**src/rtl/hazard_ctrl.sv**
```systemverilog
// rtl/hazard_ctrl.sv - RV32I 5-stage pipeline hazard controller
// Stall/flush/forwarding control, imem wait/redirect FSM, saturating perf counters.
module hazard_ctrl #(
  parameter int REG_W    = 5,
  parameter int CNT_W    = 32,
  parameter int MAX_WAIT = 15
) (
  input  logic             clk,
  input  logic             rst_n,
  input  logic [REG_W-1:0] rs1_d,
  input  logic [REG_W-1:0] rs2_d,
  input  logic [REG_W-1:0] rs1_e,
  input  logic [REG_W-1:0] rs2_e,
  input  logic [REG_W-1:0] rd_e,
  input  logic [REG_W-1:0] rd_m,
  input  logic [REG_W-1:0] rd_w,
  input  logic             ld_e,
  input  logic             rw_m,
  input  logic             rw_w,
  input  logic             pc_src_e,
  input  logic             imem_ready,
  output logic             stall_f,
  output logic             stall_d,
  output logic             flush_d,
  output logic             flush_e,
  output logic [1:0]       fwd_a_e,
  output logic [1:0]       fwd_b_e,
  output logic             imem_timeout,
  output logic [CNT_W-1:0] stall_cnt,
  output logic [CNT_W-1:0] flush_cnt
);

  typedef enum logic [1:0] {
    RUN   = 2'd0,
    IWAIT = 2'd1,
    REDIR = 2'd2
  } state_t;

  localparam int WW = $clog2(MAX_WAIT + 1);
  localparam logic [WW-1:0] WAIT_MAX = WW'(MAX_WAIT);

  state_t         state, state_nxt;
  logic [WW-1:0]  wait_cnt;
  logic           lu;

  assign lu = ld_e && (rd_e != '0) && ((rd_e == rs1_d) || (rd_e == rs2_d));

  // MEM result is younger than WB, so it wins when both match.
  always_comb begin
    fwd_a_e = 2'b00;
    fwd_b_e = 2'b00;
    if (rst_n) begin
      if (rw_m && rd_m != '0 && rd_m == rs1_e)      fwd_a_e = 2'b10;
      else if (rw_w && rd_w != '0 && rd_w == rs1_e) fwd_a_e = 2'b01;
      if (rw_m && rd_m != '0 && rd_m == rs2_e)      fwd_b_e = 2'b10;
      else if (rw_w && rd_w != '0 && rd_w == rs2_e) fwd_b_e = 2'b01;
    end
  end

  always_comb begin
    state_nxt = state;
    stall_f   = 1'b0;
    stall_d   = 1'b0;
    flush_d   = 1'b0;
    flush_e   = 1'b0;
    if (imem_ready)    state_nxt = RUN;
    else if (pc_src_e) state_nxt = REDIR;
    else if (state == RUN) state_nxt = IWAIT;

    if (!rst_n) begin
      state_nxt = RUN;
    end else if (pc_src_e) begin
      flush_d = 1'b1;
      flush_e = 1'b1;
    end else if (state == REDIR || !imem_ready) begin
      // Keep a load-use stall intact; otherwise feed a bubble into decode.
      stall_f = 1'b1;
      if (lu) begin
        stall_d = 1'b1;
        flush_e = 1'b1;
      end else begin
        flush_d = 1'b1;
      end
    end else if (lu) begin
      stall_f = 1'b1;
      stall_d = 1'b1;
      flush_e = 1'b1;
    end
  end

  always_ff @(posedge clk or negedge rst_n) begin
    if (!rst_n) state <= RUN;
    else        state <= state_nxt;
  end

  // The cycle that leaves RUN on a not-ready fetch counts as the first wait cycle.
  always_ff @(posedge clk or negedge rst_n) begin
    if (!rst_n) begin
      wait_cnt     <= '0;
      imem_timeout <= 1'b0;
    end else if (imem_ready) begin
      wait_cnt <= '0;
    end else begin
      if (wait_cnt != WAIT_MAX) wait_cnt <= wait_cnt + 1'b1;
      if (wait_cnt >= WAIT_MAX - 1'b1) imem_timeout <= 1'b1;
    end
  end

  always_ff @(posedge clk or negedge rst_n) begin
    if (!rst_n) begin
      stall_cnt <= '0;
      flush_cnt <= '0;
    end else begin
      if (stall_f && stall_cnt != '1)               stall_cnt <= stall_cnt + 1'b1;
      if ((flush_d || flush_e) && flush_cnt != '1) flush_cnt <= flush_cnt + 1'b1;
    end
  end

endmodule

```
**config.mk**
```make
export PLATFORM = sky130hd
export DESIGN_NAME = hazard_ctrl
export DESIGN_NICKNAME = d
export VERILOG_FILES = /design/src/rtl/hazard_ctrl.sv
export SDC_FILE = /design/constraint.sdc
export NUM_CORES = 1
export LEC_CHECK = 0
export ABC_CLOCK_PERIOD_IN_PS = 1900
export CORE_MARGIN = 5
export CORE_UTILIZATION = 43
export CTS_CLUSTER_DIAMETER = 60
export DETAILED_ROUTE_END_ITERATION = 6
export PLACE_DENSITY = 0.77
export SKIP_CTS_REPAIR_TIMING = 1
export SLEW_MARGIN = 10
export SYNTH_ARGS = -nofsm -noshare
export SYNTH_HDL_FRONTEND = slang
export SYNTH_SLANG_ARGS = --single-unit
export TNS_END_PERCENT = 20
```
**constraint.sdc**
```tcl
create_clock -name clk -period 1.9 [get_ports clk]
set_input_delay 0.38 -clock clk [delete_from_list [all_inputs] [get_ports clk]]
set_output_delay 0.38 -clock clk [all_outputs]
set_load 0.05 [all_outputs]
```
# Word level (Yosys, flattened, before mapping)

Cells that the tools add are included.

Register bits: 71
Output and inout port bits: 73
Word-level logic and storage cells: 65
Input bits: 42

Reduce and logical (&&, ||, !) cells: 20
Order comparisons: 1
Equal/unequal tests: 11
Multiplexer cells: 24
$add $sub $neg: 3
Bitwise gates (word level): 1

Operators by type and width:

| cell                  | count |
|---|---|
| $add 32x1->32 const B | 2 |
| $ne 32x32->1 const B  | 2 |
| $eq 5x5->1            | 6 |
| $mux 2                | 8 |
| $reduce_bool 5->1     | 3 |
| $mux 1                | 14 |
| $logic_and 1x1->1     | 10 |
| $mux 4                | 2 |
| $add 4x1->4 const B   | 1 |
| $ge 4x4->1 const B    | 1 |
| $ne 4x1->1 const B    | 1 |
| $ne 4x4->1 const B    | 1 |
| $logic_or 1x1->1      | 3 |
| $eq 2x2->1 const B    | 1 |
| $logic_not 2->1       | 1 |
| $reduce_and 2->1      | 1 |
| $reduce_bool 2->1     | 1 |
| $logic_not 1->1       | 1 |
| $not 1->1             | 1 |

# Logic depth before layout (Yosys ltp)

Depth after elaboration: 9
Depth in mapped cells: 8

# Worst setup path before layout

Ideal clock, no wire load.

Kind: input port to output port
Start point: input port rst_n
End point: output port fwd_a_e[0]
Cell stages on the path: 4
Arrival: 2,798 ps
Setup slack: -1,278 ps
Required time: 1,520 ps
Path through: clkbuf_1 -> o211ai_1 -> or4_1 -> nor4_1

Cells in the longest elaborated chain, start to end: 1

Ends and longest elaborated chain:

| element     | line | source |
|---|---|---|
| from (decl) | 9    | `input logic rst_n,` |
| $mux 2      | 52   | `if (rst_n) begin` |
| to (decl)   | 26   | `output logic [1:0] fwd_a_e,` |

No other way between the ends.

# Worst setup path in the final report

Start point: input port rd_w[3]
End point: output port fwd_a_e[0]

Cells in the longest elaborated chain, start to end: 6

Ends and longest elaborated chain:

| element             | line | source |
|---|---|---|
| from (decl)         | 16   | `input logic [REG_W-1:0] rd_w,` |
| $reduce_bool 5->1   | 54   | `else if (rw_w && rd_w != '0 && rd_w == rs1_e) fwd_a_e = 2'b01;` |
| $logic_and 1x1->1   | 54   |  |
| $logic_and 1x1->1 * | 54   |  |
| $mux 1 *            | 54   |  |
| $mux 2 *            | 53   | `if (rw_m && rd_m != '0 && rd_m == rs1_e) fwd_a_e = 2'b10;` |
| $mux 2 *            | 52   |  |

Every way passes the cells marked *; elsewhere a longest branch is shown, timed or not.

==> results.md <==
- The run finished, with violations left.
- The checks that failed: setup timing.
- For this run, the slowest stage of the critical path takes 550 ps.
- The clock skew is 11.2 ps.
- The data arrival time of the critical path is 1820 ps.
- The analysis attributes to cell leakage a power of 2.87 nW.
- The number of sinks handled by clock tree synthesis is 71.
- The endpoint of the lowest-slack register-to-register path is flush_cnt[1]$_DFFE_PN0P_.
- The starting density of the core is 43.8%.
- The count of warnings emitted by yosys is 0.
- In the routed layout, each cell is associated on average with a via count of 5.16.
- The first global-routing pass estimated 17.6 mm of wire.
- The worst IR drop on VDD is 0.793 mV.
- Input and output buffers added on the ports amount to 114.
- Of the available clock period, the critical path in the final layout requires 116%.
- The die covers 10800 um^2.
- The pin count of the biggest net entering global routing is 60.
- After synthesis, flip-flops and latches occupy 46.8% of the total area.
- The total clock buffers created by CTS is 9.
- The first-pass iteration count of the detailed router is 4.
- After synthesis, the cell types taking the most area are sky130_fd_sc_hd__dfrtp_1 47%, sky130_fd_sc_hd__xnor2_1 17%, sky130_fd_sc_hd__nand3_1 4.0%, sky130_fd_sc_hd__xor2_1 3.9%, sky130_fd_sc_hd__nand4_1 3.6%.
- In this run the tightest slew margin relative to its limit is 50.2%.
- The antenna cell count is 0.
- The clock latency of the later-clocked register in the worst-skew pair is 330 ps.
- The number of nets in the synthesized netlist is 411.
- In the synthesized netlist, the number of instances is 365.
- The placer congestion estimate is 0.890.
- The site row count is 34.
- The total area of multi-input combinational cells is 2270 um^2.
- The share of synthesized registers carrying an async set or reset is 100%.
- Clock-pin slew was measured on the worst setup and hold paths at 80 ps.
- The worst hold path class is primary input to asynchronous set/reset pin.
- After detailed placement, the design holds a cell count of 663.
- The number of global-route vias before repair was 3622.
- In the final timing run, aggregate negative setup slack is -2120 ps.
- Counting flops with a built-in enable in the synthesized netlist gives 0.
- The wire length after detailed routing is 10.8 mm.
- The netlist area before placement is 3800 um^2.
- The cell at the root of the clock tree is sky130_fd_sc_hd__clkbuf_8.
- The slowest stage cell on the critical path is sky130_fd_sc_hd__or4_4.
- The core region is 8680 um^2.
- In this run the number of H-tree levels came out at 3.
- The area growth from synthesis to layout is 63.4%.
- At the pin with the least slew margin, the transition time is 747 ps.
- The minimum setup slack in the final design is -297 ps.
- The width of the die is 104 um.
- The average instance in the mapped netlist occupies 10.4 um^2.
- Cells with a size suffix above 1 make up 49.2% of the layout.
- Max-cap violations in this run came to 0.
- The type of the setup path with the least slack is primary input to primary output.
- The number of design rule violations left after detail routing is 0.
- The netlist uses 46 different library cells.
- Data on the critical path is required at its endpoint by 1520 ps.
- The total count of hold-check failures in the final report was 0.
- The synthesized flop and latch total is 71.
- Setup violations remaining at the end of the flow were counted as 27.
- The non-filler instance count after layout is 685.
- The highest net fanout along the worst path is 2.
- The placed wire-length estimate is 8.01 mm.
- The number of buffer and inverter stages on the critical path is 3.
- 115 I/O pins were placed.
- The critical path endpoint category is a primary output.
- The worst setup slack for register-to-register paths is -100 ps.
- Summing all placed instances gives a cell area of 5720 um^2.
- Setup repair after global routing could not meet its margin everywhere.
- The total power is 0.00486 W.
- The minimum period implied by the final worst setup slack is 2200 ps.
- Walking the worst path, the cells encountered are clkbuf_2, buf_6, xor2_1, or4_4, nor4_4, buf_12.
- The initial antenna violation count is 0.
- For this block, the initial DRC count from the detailed router was 114.
- The sequential cells in the finished layout cover a total of 1820 um^2.
- The worst register-to-register path begins at flush_cnt[0]$_DFFE_PN0P_.
- Summing all non-filler instances in the final layout gives an area of 6210 um^2.
- Dividing the detail-routed wire length by the instance count gives 15.8 um.
- The most numerous cell in the Yosys netlist is sky130_fd_sc_hd__xnor2_1.
- Counting instances in the post-synthesis netlist gives the leading cell types as 74 x sky130_fd_sc_hd__xnor2_1, 71 x sky130_fd_sc_hd__dfrtp_1, 33 x sky130_fd_sc_hd__nand2_1, 30 x sky130_fd_sc_hd__nand3_1, 22 x sky130_fd_sc_hd__nand4_1.
- The final number of max-transition violations was 0.
- The synthesized design devotes to its leading area cell type 46.8% of total area.
- Power spread over the standard cell area amounts to 783 nW/um^2.
- The kind of cell with the highest combined delay along the critical path is simple AND/OR/NAND/NOR gates.
- The longest clock path from root to sink contains 2 buffers.
- The total grt overflow is 0.
- The layout net count is 618.
- Global routing used 19.4% of the available tracks.
- The overall die height is 104 um.
- The most area-hungry cell type in the Yosys netlist is sky130_fd_sc_hd__dfrtp_1.
- The most common flop cell mapped by yosys is sky130_fd_sc_hd__dfrtp_1.
- The logic depth of the worst register-to-register path is 8.
- The count of nets left with antenna violations once routing finished came out at 0.
- Fill cells in the final layout number 683.
- The final route contains 3536 vias.
- The fmax is 0.455 GHz.
- The worst setup path is launched from a primary input.
- TritonCTS built the clock tree.
power by group:
part	leakage (nW)	internal, W	switching (W)
sequential	0.902	0.00169	0.000147
combinational	1.85	0.000682	0.000989
clock	0.114	0.000811	0.000544
total	2.87	0.00318	0.00168
cell type report:
| cell class | instances | area share, % |
|---|---|---|
| clock buffers | 13 | 2.56 |
| inverters | 7 | 0.423 |
| well taps | 108 | 2.18 |
| multi-input cells | 282 | 36.6 |
| clock inverters | 3 | 1.05 |
| repair buffers | 201 | 27.8 |
| flip-flops and latches | 71 | 29.3 |
flip-flops by register name, summed over array words and instances, names as in the netlist:
register      flops
flush_cnt        32
stall_cnt        32
state             2
wait_cnt          4
imem_timeout      1
how the worst max path moves through the flow:
stage | from | to | cells after the start
detailed placement | rd_e[1] | flush_cnt[28]$_DFFE_PN0P_ | 7
CTS | rd_e[1] | stall_f | 6
floorplan | rd_m[1] | fwd_a_e[0] | 4
global placement | rd_e[1] | stall_f | 6
finish | rd_w[3] | fwd_a_e[0] | 6
global route | rd_w[4] | fwd_a_e[0] | 6
metal layers:
layer  vias up  track usage [%]  part of all wire, %
met3         8             4.53                  5.4
met2       102             32.3                   50
met1      1741             25.1                   43
met5         -                0                    0
li1       1685                -                    -
met4         0             5.92                  1.0
cells in the final DEF (no fill, tap or decap), types with 3 or more instances in the layout:
cell type                         netlist  routed
sky130_fd_sc_hd__dlymetal6s2s_1         0      19
sky130_fd_sc_hd__or4_4                  0       3
sky130_fd_sc_hd__nor2_4                 0       6
sky130_fd_sc_hd__dfrtp_2                0      36
sky130_fd_sc_hd__clkbuf_8               0      11
sky130_fd_sc_hd__buf_6                  1      13
sky130_fd_sc_hd__nor3b_1                3       3
sky130_fd_sc_hd__and4_1                 3       3
sky130_fd_sc_hd__dfrtp_1               71      35
sky130_fd_sc_hd__nor2_1                18      12
sky130_fd_sc_hd__nand2b_1               3       3
sky130_fd_sc_hd__xor2_1                17      15
sky130_fd_sc_hd__nand3_2                1       4
sky130_fd_sc_hd__and2_4                 1       4
sky130_fd_sc_hd__nor4_4                 0       3
sky130_fd_sc_hd__buf_4                  0     145
sky130_fd_sc_hd__nand2_1               33      32
sky130_fd_sc_hd__nand4_1               22      22
sky130_fd_sc_hd__inv_1                  7       6
sky130_fd_sc_hd__xnor2_1               74      71
sky130_fd_sc_hd__and3_1                14      13
sky130_fd_sc_hd__clkdlybuf4s50_1        0       3
sky130_fd_sc_hd__buf_12                 0       6
sky130_fd_sc_hd__nand3_1               30      26
sky130_fd_sc_hd__clkbuf_2               1      13
sky130_fd_sc_hd__nor3_1                 8       6
sky130_fd_sc_hd__xnor2_2                0       3
metrics by stage:
| stage | utilization [%] | worst slack (ps) | hold WS, ps |
|---|---|---|---|
| global route | 71.5 | -340 | 50.8 |
| finish | 71.5 | -297 | 46.6 |
| floorplan | - | -295 | 84.4 |
| global placement | 65.9 | -746 | 398 |
| CTS | 68.5 | -777 | 39.5 |
| detailed placement | 65.9 | -785 | 402 |
kinds of logic after synthesis:
kind of cell | after synthesis | synth area share (%)
adder cells (fa/ha/maj) | 4 | 1.32
buffers and inverters | 12 | 1.45
XOR/XNOR | 91 | 21.0
flip-flops | 71 | 46.8
AND/OR/NAND/NOR | 163 | 23.2
AO/OA/AOI/OAI | 21 | 5.37
multiplexers | 3 | 0.889
Power figures use the tool's default switching activity.
